===== src/rtl/dump_pkg.sv =====
// ---------------------------------------------------------------------------
// dump_pkg
// Shared definitions for the ROM dump serializer: the controller state
// encoding and the number of bytes carried by one ROM word.
// ---------------------------------------------------------------------------
package dump_pkg;

    typedef enum logic [2:0] {
        ST_IDLE,
        ST_FETCH,
        ST_LATCH,
        ST_SEND,
        ST_WAIT,
        ST_DONE
    } dump_state_t;

    localparam int BYTES_PER_WORD = 4;

endpackage


===== src/rtl/rom_dump_serializer.sv =====
// ---------------------------------------------------------------------------
// rom_dump_serializer
// Walks ROM words 0..NUM_WORDS-1, and sends each word to the UART
// transmitter as four bytes, least significant byte first. Every byte waits
// for the transmitter's completion pulse before the next one is issued, so
// the dump is independent of the baud rate.
//
// Ports
//   clk       system clock
//   rst       synchronous, active-high reset
//   start     begins a dump from word 0 (only looked at while idle)
//   busy      high while a dump is in progress, including the done cycle
//   done      one-cycle pulse after the final byte has been transmitted
//   mem_addr  ROM word address
//   mem_rd    ROM read data, valid one cycle after mem_addr changes
//   tx_byte   byte presented to the transmitter, held for the whole byte
//   tx_send   one-cycle request to the transmitter
//   tx_done   transmitter completion pulse (only honoured while waiting)
// ---------------------------------------------------------------------------
module rom_dump_serializer
    import dump_pkg::*;
#(
    parameter int ADDR_W    = 13,
    parameter int NUM_WORDS = 8192
) (
    input  logic              clk,
    input  logic              rst,
    input  logic              start,
    output logic              busy,
    output logic              done,
    output logic [ADDR_W-1:0] mem_addr,
    input  logic [31:0]       mem_rd,
    output logic [7:0]        tx_byte,
    output logic              tx_send,
    input  logic              tx_done
);

    // The word counter is one bit wider than the address so that a dump of
    // the full 2^ADDR_W words compares against its last index without wrap.
    localparam logic [ADDR_W:0] LAST_WORD = (ADDR_W+1)'(NUM_WORDS - 1);
    localparam logic [1:0]      LAST_BYTE = 2'(BYTES_PER_WORD - 1);

    dump_state_t     r_state;
    logic [ADDR_W:0] r_word_idx;
    logic [1:0]      r_byte_idx;
    logic [31:0]     r_word;
    logic [7:0]      r_tx_byte;
    logic            r_busy;
    logic            r_done;
    logic            r_tx_send;

    logic [1:0]      w_next_byte;
    logic [7:0]      w_next_lane;

    assign w_next_byte = r_byte_idx + 2'd1;

    // Byte-lane select for the byte that follows the current one; the lane
    // is loaded into r_tx_byte on the same edge that raises tx_send.
    always_comb begin
        w_next_lane = r_word[7:0];
        case (w_next_byte)
            2'd0:    w_next_lane = r_word[7:0];
            2'd1:    w_next_lane = r_word[15:8];
            2'd2:    w_next_lane = r_word[23:16];
            default: w_next_lane = r_word[31:24];
        endcase
    end

    always_ff @(posedge clk) begin
        if (rst) begin
            r_state    <= ST_IDLE;
            r_word_idx <= '0;
            r_byte_idx <= '0;
            r_tx_byte  <= '0;
            r_busy     <= 1'b0;
            r_done     <= 1'b0;
            r_tx_send  <= 1'b0;
        end else begin
            r_tx_send <= 1'b0;
            r_done    <= 1'b0;
            case (r_state)
                ST_IDLE: begin
                    if (start) begin
                        r_word_idx <= '0;
                        r_byte_idx <= '0;
                        r_busy     <= 1'b1;
                        r_state    <= ST_FETCH;
                    end
                end
                // Address has been stable for a cycle; ROM output is valid
                // in the next one.
                ST_FETCH: begin
                    r_state <= ST_LATCH;
                end
                // byte_idx is always 0 here, so lane 0 comes straight from
                // the ROM data.
                ST_LATCH: begin
                    r_word    <= mem_rd;
                    r_tx_byte <= mem_rd[7:0];
                    r_tx_send <= 1'b1;
                    r_state   <= ST_SEND;
                end
                ST_SEND: begin
                    r_state <= ST_WAIT;
                end
                ST_WAIT: begin
                    if (tx_done) begin
                        if (r_byte_idx != LAST_BYTE) begin
                            r_byte_idx <= w_next_byte;
                            r_tx_byte  <= w_next_lane;
                            r_tx_send  <= 1'b1;
                            r_state    <= ST_SEND;
                        end else if (r_word_idx < LAST_WORD) begin
                            r_word_idx <= r_word_idx + 1'b1;
                            r_byte_idx <= '0;
                            r_state    <= ST_FETCH;
                        end else begin
                            r_done  <= 1'b1;
                            r_state <= ST_DONE;
                        end
                    end
                end
                ST_DONE: begin
                    r_busy  <= 1'b0;
                    r_state <= ST_IDLE;
                end
                default: begin
                    r_state <= ST_IDLE;
                end
            endcase
        end
    end

    assign busy     = r_busy;
    assign done     = r_done;
    assign tx_send  = r_tx_send;
    assign tx_byte  = r_tx_byte;
    assign mem_addr = r_word_idx[ADDR_W-1:0];

endmodule

===== config.mk =====
export PLATFORM = sky130hd
export DESIGN_NAME = rom_dump_serializer
export DESIGN_NICKNAME = d
export VERILOG_FILES = /design/src/rtl/dump_pkg.sv /design/src/rtl/rom_dump_serializer.sv
export SDC_FILE = /design/constraint.sdc
export NUM_CORES = 1
export LEC_CHECK = 0
export CAP_MARGIN = 20
export CORE_ASPECT_RATIO = 2
export CORE_MARGIN = 5
export CORE_UTILIZATION = 30
export DETAILED_ROUTE_END_ITERATION = 8
export PLACE_DENSITY = 0.61
export SYNTH_ARGS = -nofsm -noshare
export SYNTH_HDL_FRONTEND = slang
export SYNTH_SLANG_ARGS = --single-unit

===== constraint.sdc =====
create_clock -name clk -period 3.9 [get_ports clk]
set_clock_uncertainty 0.2 [all_clocks]
set_input_delay 0.78 -clock clk [delete_from_list [all_inputs] [get_ports clk]]
set_output_delay 0.78 -clock clk [all_outputs]
set_load 0.005 [all_outputs]

==> flow_metrics.tcl <==
set metrics [dict create \
    synth_common_cells "edfxtp_1, dfxtp_1, o21ai_0" \
    critical_path.cell_chain "inv_1 -> o41ai_4 -> nor2_4 -> a311oi_1" \
    htreeDepth 3 \
    synth.most_common_cell "edfxtp_1" \
    slowest_delay_ps 720 \
    fin_area_mm2 0.00375 \
    gr-total-overflow 0 \
    cp_num_buf_inv 1 \
    wl_per_cell_um 16.0 \
    hold_viol 0 \
    area_growth_pct 29.3 \
    antenna_cells 0 \
    slowest_stage "o41ai_4" \
    hold_class "reg -> reg" \
    viasPerCell 4.95 \
    timing.fmax_ghz 0.399 \
    min_period_ps 2500 \
    multi_input_area_mm2 0.00113 \
    tightest_slew_ps 709 \
    syn_inst 259 \
    regArea_mm2 0.00156 \
    cts_setup_buffers 0 \
    path_class "reg -> reg" \
    setup_slack_ps 1400 \
    power_mw 1.62 \
    portBuffers 59 \
    status "finished clean" \
    path_clk_slew_ps 50 \
    slew_headroom 0.526 \
    rsz0062_at_grt "false" \
    wl_um 6990 \
    cp.required_ps 3930 \
    cp.depth 4 \
    max_cap_viol_count 0 \
    reg2reg_from "r_state[2]" \
    synth_enable_flop_cells 32 \
    fin_crit_sh 0.642 \
    async_reset_ff_frac 0 \
    row_count 50 \
    die_h_um 149 \
    initial_core_util 0.307 \
    synth_area_leaders "edfxtp_1, dfxtp_1, buf_4" \
    syn-num-nets 301 \
    reg2reg_slack_ps 1400 \
    maxSlewViolCount 0 \
    ys_seq_elements 62 \
    root_buffer "clkbuf_16" \
    yosys.area.top_type "edfxtp_1" \
    crit_path_start_kind "flip-flop" \
    crit_end "r_word_idx[2]" \
    n_fill_cell 913 \
    routed-wl-met2_um 4060 \
    hold_buffers 0 \
    avgSynthCellArea_um2 11.2 \
    ys.warnings.count 0 \
    numPlacedInstances 422 \
    crit_fanout 19 \
    antenna_found_initial 0 \
    worstSkewPairLatency_ps 320 \
    track_usage 0.125 \
    drc 0 \
    gp_congestion 0.851 \
    cp-end-kind "flip-flop" \
    yosysSeqAreaShare 0.538 \
    cts_tree "yes" \
    cts_sinks 62 \
    met3_length_um 314 \
    grt_max_degree 33 \
    holdWs_ps 304 \
    drive_gt1_frac 0.0812 \
    p_leak_nw 1.21 \
    io_pins 60 \
    synth_top_area_frac 0.331 \
    die_area_mm2 0.0119 \
    vias 2166 \
    setup_viol 0 \
    peakVddDrop_v 0.000303 \
    critPathTopFamily "compound AO/OA/AOI/OAI gates" \
    worstPathArrival_ps 2530 \
    m1WireLength_um 2570 \
    r2r_end "r_word_idx[2]" \
    core_mm2 0.00945 \
    grt_pass1_vias 2240 \
    firstDrtPassIters 4 \
    dp_hpwl_um 5120 \
    synth_cell_types 47 \
    dpl-instance-area_mm2 0.00348 \
    instances_no_fill 438 \
    dp_slack_ps 1170 \
    final_antenna_net_count 0 \
    cts_inserted_buffers 9 \
    power.density_mw_per_mm2 431 \
    dr.max_layer_used "met4" \
    utilization 0.397 \
    ys.flop_type "edfxtp_1" \
    die_w_um 79.6 \
    clock_path_buffers 2 \
    worstSetupStartpoint "r_state[2]" \
    syn_area_mm2 0.00290 \
    r2r_cells 4 \
    grt_pass1_wl_um 11000 \
    tns_ps 0 \
    nets 345 \
    post_cts_resized 0 \
    hp-start "r_word_idx[13]" \
    drtIter0Drc 161 \
]
## registers in the layout, summed over array words and instances, names as in the netlist
name and cells:
r_state 3, tx_byte 8, r_word 32, done 1, r_word_idx 14, r_byte_idx 2, tx_send 1, busy 1
## layout make-up
type,count,area share
sequential,62,0.416
multi-input combinational,162,0.300
timing repair buffer,61,0.161
clock buffer,14,0.0703
tap,130,0.0433
inverter,7,0.00700
clock inverter,2,0.00200
## metal layers
metal,track usage,vias up
li1,-,1074
met1,0.125,1033
met4,0.0559,0
met5,0,-
met2,0.229,57
met3,0.0423,2
## logic make-up (layout without fill, tap and decap cells)
group | Yosys count | count (layout) | synth area share
multiplexers | 10 | 10 | 0.0345
flip-flops | 62 | 62 | 0.538
buffers and inverters | 35 | 84 | 0.0780
adder cells (fa/ha/maj) | 6 | 6 | 0.0259
XOR/XNOR | 1 | 1 | 0.00302
AND/OR/NAND/NOR | 79 | 79 | 0.154
AO/OA/AOI/OAI | 66 | 66 | 0.167
## worst min-delay path by stage
| stage | to | slack (ps) | cells after the start |
|---|---|---|---|
| 2_1_floorplan | r_word_idx[12] | 260 | 2 |
| 5_1_grt | r_word_idx[12] | 320 | 2 |
| 6_report | r_word_idx[13] | 300 | 2 |
| 3_3_place_gp | r_word_idx[12] | 280 | 2 |
| 4_1_cts | r_word_idx[13] | 300 | 2 |
| 3_5_place_dp | r_word_idx[13] | 290 | 2 |
## layout by cell type, fill, tap and decap left out, drive strengths merged, types with 2 or more instances in the layout
master,synthesis,layout
ha,6,6
nor2,16,16
a211oi,8,8
nand4,5,5
nand2b,6,6
nand3,8,8
o41ai,2,2
a31oi,9,9
clkdlybuf4s50,0,59
nand4b,2,2
and2,2,2
mux2i,10,10
clkinv,0,2
o311ai,3,3
or4,2,2
nor4,3,3
dfxtp,30,30
inv,7,7
a222oi,8,8
nand2,16,16
buf,20,2
nor3,7,7
edfxtp,32,32
o21ai,19,19
a311oi,4,4
clkbuf,8,14
a21oi,9,9
and3,5,5
or3,3,3
## tightest hold or removal path: stages (launching register included)
cell     delay, ps
dfxtp_1        320
o21ai_0         70
a21oi_1         60
## power by group
group / internal [mW] / switching (mW)
registers: 0.724 / 0.0259
clock network: 0.459 / 0.252
logic: 0.0860 / 0.0724
Note: power is estimated with default switching activity, not from simulation.
